==> config.mk <==
export PLATFORM = sky130hd
export DESIGN_NAME = id_ex_stage
export DESIGN_NICKNAME = d
export VERILOG_FILES = /design/src/rtl/id_ex_stage_pkg.sv /design/src/rtl/id_ex_stage_hazard_detect.sv /design/src/rtl/id_ex_stage.sv
export SDC_FILE = /design/constraint.sdc
export NUM_CORES = 1
export LEC_CHECK = 0
export ABC_AREA = 1
export BUFFER_PORTS_ARGS = -buffer_cell sky130_fd_sc_hd__buf_4
export CAP_MARGIN = 40
export CORE_MARGIN = 3
export CORE_UTILIZATION = 48
export DETAILED_ROUTE_END_ITERATION = 7
export GPL_TIMING_DRIVEN = 0
export PLACE_DENSITY = 0.86
export SLEW_MARGIN = 20
export SYNTH_ARGS = -nofsm -noshare
export SYNTH_HDL_FRONTEND = slang
export SYNTH_HIERARCHICAL = 1
export SYNTH_SLANG_ARGS = --single-unit
==> constraint.sdc <==
create_clock -name clk_i -period 2.3 [get_ports clk_i]
set_input_delay 0.23 -clock clk_i [delete_from_list [all_inputs] [get_ports clk_i]]
set_output_delay 0.23 -clock clk_i [all_outputs]
set_load 0.01 [all_outputs]
==> src/rtl/id_ex_stage_pkg.sv <==
// Shared opcode and ALUOp encodings plus the decoded control bundle layout.
// Also used by the control unit and the EX stage.
package id_ex_stage_pkg;

  localparam logic [5:0] OP_RTYPE = 6'b000000;
  localparam logic [5:0] OP_ADDI  = 6'b001000;
  localparam logic [5:0] OP_LW    = 6'b100011;
  localparam logic [5:0] OP_SW    = 6'b101011;
  localparam logic [5:0] OP_BEQ   = 6'b000100;
  localparam logic [5:0] OP_J     = 6'b000010;

  localparam logic [1:0] ALUOP_ADD   = 2'b00;
  localparam logic [1:0] ALUOP_SUB   = 2'b01;
  localparam logic [1:0] ALUOP_FUNCT = 2'b10;

  typedef struct packed {
    logic       regdst;
    logic       alusrc;
    logic       memtoreg;
    logic       regwrite;
    logic       memwrite;
    logic       memread;
    logic [1:0] aluop;
  } ctrl_t;

  function automatic logic is_load(input logic [5:0] op);
    return op == OP_LW;
  endfunction

endpackage

==> src/rtl/id_ex_stage_hazard_detect.sv <==
// Load-use hazard detection: which source registers the ID instruction reads
// and whether the load currently in EX writes one of them.
module hazard_detect
  import id_ex_stage_pkg::*;
#(
  parameter int RADDR_W = 5
) (
  input  logic [5:0]         op_i,
  input  logic [RADDR_W-1:0] rs_i,
  input  logic [RADDR_W-1:0] rt_i,
  input  logic               ex_valid_i,
  input  logic               ex_is_load_i,
  input  logic [RADDR_W-1:0] ex_rt_i,
  output logic               stall_o
);

  logic uses_rs;
  logic uses_rt;

  always_comb begin
    uses_rs = (op_i != OP_J);
    uses_rt = (op_i == OP_RTYPE) || (op_i == OP_BEQ) || (op_i == OP_SW);
    // Writes to $zero never create a dependency.
    stall_o = ex_valid_i && ex_is_load_i && (ex_rt_i != '0) &&
              ((uses_rs && (ex_rt_i == rs_i)) || (uses_rt && (ex_rt_i == rt_i)));
  end

endmodule

==> src/rtl/id_ex_stage.sv <==
// ID/EX pipeline register with load-use bubble insertion and a saturating
// count of inserted bubbles.
module id_ex_stage
  import id_ex_stage_pkg::*;
#(
  parameter int DATA_W  = 32,
  parameter int RADDR_W = 5,
  parameter int CNT_W   = 32
) (
  input  logic               clk_i,
  input  logic               rst_i,
  input  logic               start_i,
  input  logic               flush_i,
  input  logic [5:0]         op_i,
  input  logic               regdst_i,
  input  logic               alusrc_i,
  input  logic               memtoreg_i,
  input  logic               regwrite_i,
  input  logic               memwrite_i,
  input  logic               memread_i,
  input  logic [1:0]         aluop_i,
  input  logic [DATA_W-1:0]  rs_data_i,
  input  logic [DATA_W-1:0]  rt_data_i,
  input  logic [DATA_W-1:0]  imm_i,
  input  logic [RADDR_W-1:0] rs_i,
  input  logic [RADDR_W-1:0] rt_i,
  input  logic [RADDR_W-1:0] rd_i,
  output logic               ex_regdst_o,
  output logic               ex_alusrc_o,
  output logic               ex_memtoreg_o,
  output logic               ex_regwrite_o,
  output logic               ex_memwrite_o,
  output logic               ex_memread_o,
  output logic [1:0]         ex_aluop_o,
  output logic [DATA_W-1:0]  ex_rs_data_o,
  output logic [DATA_W-1:0]  ex_rt_data_o,
  output logic [DATA_W-1:0]  ex_imm_o,
  output logic [RADDR_W-1:0] ex_rs_o,
  output logic [RADDR_W-1:0] ex_rt_o,
  output logic [RADDR_W-1:0] ex_rd_o,
  output logic               stall_o,
  output logic [CNT_W-1:0]   bubble_cnt_o
);

  ctrl_t              ctrl_q,    ctrl_d;
  logic [DATA_W-1:0]  rs_data_q, rs_data_d;
  logic [DATA_W-1:0]  rt_data_q, rt_data_d;
  logic [DATA_W-1:0]  imm_q,     imm_d;
  logic [RADDR_W-1:0] rs_q,      rs_d;
  logic [RADDR_W-1:0] rt_q,      rt_d;
  logic [RADDR_W-1:0] rd_q,      rd_d;
  logic               valid_q,   valid_d;
  logic               is_load_q, is_load_d;
  logic [CNT_W-1:0]   cnt_q,     cnt_d;
  logic               stall;
  logic               bump;

  hazard_detect #(.RADDR_W(RADDR_W)) u_hazard (
    .op_i         (op_i),
    .rs_i         (rs_i),
    .rt_i         (rt_i),
    .ex_valid_i   (valid_q),
    .ex_is_load_i (is_load_q),
    .ex_rt_i      (rt_q),
    .stall_o      (stall)
  );

  always_comb begin
    ctrl_d    = '0;
    rs_data_d = '0;
    rt_data_d = '0;
    imm_d     = '0;
    rs_d      = '0;
    rt_d      = '0;
    rd_d      = '0;
    valid_d   = 1'b0;
    is_load_d = 1'b0;
    bump      = 1'b0;
    if (start_i) begin
      if (flush_i || stall) begin
        bump = 1'b1;
      end else begin
        ctrl_d.regdst   = regdst_i;
        ctrl_d.alusrc   = alusrc_i;
        ctrl_d.memtoreg = memtoreg_i;
        ctrl_d.regwrite = regwrite_i;
        ctrl_d.memwrite = memwrite_i;
        // memread may be a don't-care on non-loads; only a real lw may read.
        ctrl_d.memread  = memread_i && is_load(op_i);
        ctrl_d.aluop    = aluop_i;
        rs_data_d       = rs_data_i;
        rt_data_d       = rt_data_i;
        imm_d           = imm_i;
        rs_d            = rs_i;
        rt_d            = rt_i;
        rd_d            = rd_i;
        valid_d         = 1'b1;
        is_load_d       = is_load(op_i);
      end
    end
    cnt_d = (bump && (cnt_q != '1)) ? cnt_q + CNT_W'(1) : cnt_q;
  end

  always_ff @(posedge clk_i or negedge rst_i) begin
    if (!rst_i) begin
      ctrl_q    <= '0;
      rs_data_q <= '0;
      rt_data_q <= '0;
      imm_q     <= '0;
      rs_q      <= '0;
      rt_q      <= '0;
      rd_q      <= '0;
      valid_q   <= 1'b0;
      is_load_q <= 1'b0;
      cnt_q     <= '0;
    end else begin
      ctrl_q    <= ctrl_d;
      rs_data_q <= rs_data_d;
      rt_data_q <= rt_data_d;
      imm_q     <= imm_d;
      rs_q      <= rs_d;
      rt_q      <= rt_d;
      rd_q      <= rd_d;
      valid_q   <= valid_d;
      is_load_q <= is_load_d;
      cnt_q     <= cnt_d;
    end
  end

  assign ex_regdst_o   = ctrl_q.regdst;
  assign ex_alusrc_o   = ctrl_q.alusrc;
  assign ex_memtoreg_o = ctrl_q.memtoreg;
  assign ex_regwrite_o = ctrl_q.regwrite;
  assign ex_memwrite_o = ctrl_q.memwrite;
  assign ex_memread_o  = ctrl_q.memread;
  assign ex_aluop_o    = ctrl_q.aluop;
  assign ex_rs_data_o  = rs_data_q;
  assign ex_rt_data_o  = rt_data_q;
  assign ex_imm_o      = imm_q;
  assign ex_rs_o       = rs_q;
  assign ex_rt_o       = rt_q;
  assign ex_rd_o       = rd_q;
  assign stall_o       = stall;
  assign bubble_cnt_o  = cnt_q;

endmodule

==> impl_metrics.csv <==
group,metric,value,unit
synthesis,postSynthNetCount,933,
worst_setup_path,worstSetupStartpointType,"register",
clock_network,cts_tree,"yes",
routing,route.vias.total,6321,
clock_network,cts.reportedPaths.clkPinSlew,0.06,ns
worst_setup_path,timing.critical_path.arrival,2.47,ns
power,power.static_leakage,5.16,nW
routing,drtPass1Iterations,4,
timing,final-max-slew-violation-count,0,
clock_network,clk-insertion-delay-late,0.42,ns
timing,final.period_utilization,0.928,
timing,fmax,468,MHz
synthesis,synthFlopType,"sky130_fd_sc_hd__dfrtp_1",
die,placeableCoreArea,0.0133,mm^2
routing,route.detailed.vias_per_inst,4.89,
global_routing,globalRouteTotalUtil,0.280,
global_routing,global_route_wire_length_before_repair,31500,um
final_layout,ant_cells,0,
run,maxCapViolCount,0,
clock_network,clock_path_buffers,2,
timing,final.setup.worst_slack,0.165,ns
timing,finalSetupViolations,0,
timing,relSlewSlack,0.580,
synthesis,netlist-cell-type-count,25,
synthesis,synth-seq-area-share,0.583,
die,dieWidth,123,um
clock_network,h-tree-depth,4,
power,comb_power_share,0.127,
synthesis,syn_area_per_cell,8.18,um^2
synthesis,synthArstFlopShare,1.00,
die,fp-row-count,42,
timing,max_slew.worst_pin.slew,0.631,ns
routing,antenna_violating_nets_post_route,0,
routing,routed_wire_length_per_instance,16.2,um
final_layout,fillerInstances,993,
power,power.share.clock,0.423,
timing,final.setup_skew,0.00931,ns
worst_setup_path,critical_path_peak_fanout,10,
synthesis,synth_cells,803,
worst_setup_path,critical_path.endpoint_type,"register",
worst_setup_path,critPathKind,"reg -> reg",
placement,portBuffers,280,
global_routing,antenna_violations_before_repair,0,
timing,timing.final.hold_violations,0,
clock_network,cts_inserted_buffers,17,
clock_network,cts_root_buf,"sky130_fd_sc_hd__clkbuf_16",
power,pwr_density_cell,672,mW/mm^2
placement,dpl_cell_area,0.00892,mm^2
outcome,outcome,"finished, final reports clean",
placement,dp_slack,-0.196,ns
routing,number_of_design_rule_violations_left_by_the_first_detailed_router_iteration,371,
synthesis,synth_enable_flop_cells,0,
hold_path,worst_hold_path_type,"in -> reg",
die,die_height,123,um
clock_network,numClockSinks,153,
synthesis,synthesis.area,0.00657,mm^2
timing,period_needed,2.13,ns
power,peakVddDrop,0.727,mV
placement,place_hpwl,15700,um
routing,drc,0,
synthesis,synth_warnings,6,
final_layout,finish.net_count,1236,
routing,drt-total-wl,21000,um
final_layout,fin_area,0.00955,mm^2
power,intPower,0.00484,W
timing,grt_setup_unrepaired,"true",
die,io_pins,281,
final_layout,final_layout_size_suffix_gt1_frac,0.310,
die,die-area,0.0151,mm^2
worst_setup_path,worst-endpoint-required,2.64,ns
power,seq_power_share,0.451,
global_routing,grt_start_max_net_pins,101,
die,initial_core_util,0.494,
global_routing,first_global_vias,6234,
global_routing,gr-total-overflow,0,
placement,gpl.final_weighted_congestion,0.934,
final_layout,area_growth_syn_to_layout,45.5,%
power,power_switching,0.00158,W
power,power.switching_fraction,0.247,
synthesis,yosys_register_bits,153,
==> layer usage <==
layer  part of all wire  GRT usage  vias up  wire length [um]
met2               0.52      0.481      282             10800
met3              0.093      0.113       56              1950
li1                   -          -     3020                 -
met1               0.35      0.296     2963              7280
met4              0.044      0.143        0               923
met5                  0          0        -                 0
==> worst max-delay path: stages (launching register included) <==
cell	delay, ns
sky130_fd_sc_hd__dfrtp_1	0.45
sky130_fd_sc_hd__xnor2_1	0.18
sky130_fd_sc_hd__nand3_1	0.10
sky130_fd_sc_hd__nor2_1	0.05
sky130_fd_sc_hd__nor2_1	0.12
sky130_fd_sc_hd__nor2_2	0.07
sky130_fd_sc_hd__nor2_1	0.16
sky130_fd_sc_hd__clkbuf_4	0.27
sky130_fd_sc_hd__buf_2	0.24
sky130_fd_sc_hd__buf_2	0.23
sky130_fd_sc_hd__nand2_1	0.08
sky130_fd_sc_hd__nor2_1	0.11
==> cell type report <==
class                           count  area [um^2]  area share
Clock buffer                       19          453      0.0474
Multi-Input combinational cell    582         2460       0.257
Inverter                           38          143      0.0149
Timing Repair Buffer              284         2160       0.226
Sequential cell                   153         3830       0.401
Buffer                             30          165      0.0173
Tap cell                          176          220      0.0231
Clock inverter                     10          121      0.0127
==> cells in the mapped netlist, types with 2 or more instances <==
library cell               number  area [um^2]
sky130_fd_sc_hd__and2_1         3         18.8
sky130_fd_sc_hd__buf_1          4         15.0
sky130_fd_sc_hd__buf_2          3         15.0
sky130_fd_sc_hd__buf_6          2         22.5
sky130_fd_sc_hd__buf_8          2         30.0
sky130_fd_sc_hd__clkbuf_1      19         71.3
sky130_fd_sc_hd__dfrtp_1      153         3830
sky130_fd_sc_hd__inv_1         34          128
sky130_fd_sc_hd__inv_2          4         15.0
sky130_fd_sc_hd__nand2_1      327         1230
sky130_fd_sc_hd__nand2_2        5         31.3
sky130_fd_sc_hd__nand3_1       20          100
sky130_fd_sc_hd__nand3b_1       7         52.6
sky130_fd_sc_hd__nand4_1        2         12.5
sky130_fd_sc_hd__nor2_1       185          694
sky130_fd_sc_hd__nor2_2         2         12.5
sky130_fd_sc_hd__nor2_4         4         45.0
sky130_fd_sc_hd__nor3_1         3         15.0
sky130_fd_sc_hd__xnor2_1       10         87.6
sky130_fd_sc_hd__xor2_1         9         78.8
==> layout by cell type (no fill, tap or decap), types with 9 or more instances in the layout <==
cell type | netlist | layout
sky130_fd_sc_hd__nand3_1 | 20 | 20
sky130_fd_sc_hd__xnor2_1 | 10 | 10
sky130_fd_sc_hd__clkbuf_1 | 19 | 14
sky130_fd_sc_hd__clkbuf_16 | 0 | 17
sky130_fd_sc_hd__nand2_1 | 327 | 326
sky130_fd_sc_hd__dfrtp_1 | 153 | 153
sky130_fd_sc_hd__inv_1 | 34 | 34
sky130_fd_sc_hd__xor2_1 | 9 | 9
sky130_fd_sc_hd__nor2_1 | 185 | 182
sky130_fd_sc_hd__buf_4 | 0 | 281
==> state kept, by name (all words and copies together), names as in the netlist, 2 cells and up <==
| name | cells |
|---|---|
| ex_rd_o | 5 |
| ex_rs_o | 5 |
| ex_rs_data_o | 32 |
| ex_rt_data_o | 32 |
| ex_imm_o | 32 |
| ex_rt_o | 5 |
| bubble_cnt_o | 32 |
| ex_aluop_o | 2 |
==> cell families after synthesis <==
| kind of cell | after synthesis | share of synthesized area |
|---|---|---|
| AOI/OAI and AO/OA | 1 | 0.00133 |
| xor gates and xnor gates | 19 | 0.0253 |
| and+or+nand+nor | 561 | 0.343 |
| buffers and inverters | 68 | 0.0451 |
| DFF | 153 | 0.583 |
| adders and majority gates | 1 | 0.00190 |
==> final timing paths <==
path | from | endpoint | slack [ns] | cells past startpoint
setup / recovery | ex_rt_o[2] | ex_rt_data_o[18] | 0.17 | 11
hold / removal | rt_data_i[0] | ex_rt_data_o[0] | 0.03 | 3
setup reg to reg | ex_rt_o[2] | ex_rt_data_o[18] | 0.17 | 11
hold reg to reg | bubble_cnt_o[30] | bubble_cnt_o[30] | 0.57 | 2
max in group asynchronous | rst_i | ex_rt_data_o[7] | 1.14 | 3
min in group asynchronous | rst_i | ex_rs_o[0] | 0.33 | 2
==> stage by stage <==
stage / instances / TNS [ns] / hold WS, ns / util / total power, W
5_1_grt: 1292 / -0.272 / 0.0128 / 0.719 / 0.00667
3_3_place_gp: 1259 / -3.91 / 0.453 / 0.669 / 0.00371
4_1_cts: 1290 / 0 / 0.0154 / 0.716 / 0.00646
2_1_floorplan: 803 / 0 / -0.0656 / - / 0.00324
6_report: 1292 / 0 / 0.0326 / 0.719 / 0.00642
3_5_place_dp: 1260 / -5.09 / 0.175 / 0.671 / 0.00374
==> power groups by stage <==
stage               combinational, W  sequential, W  clock (W)
floorplan                   0.000256        0.00298          0
global placement            0.000778        0.00293          0
detailed placement          0.000805        0.00294          0
CTS                         0.000815        0.00289    0.00276
global route                0.000897        0.00291    0.00287
finish                      0.000813        0.00289    0.00271
==> timing repair <==
item	4_1_cts	5_1_grt
endpoints found under the hold margin	53	0
pin swaps	0	0
gates resized for setup	2	15
hold buffers	1	0
buffers inserted	0	2
endpoints found under the setup margin	55	115
Note: power is estimated with default switching activity, not from simulation.
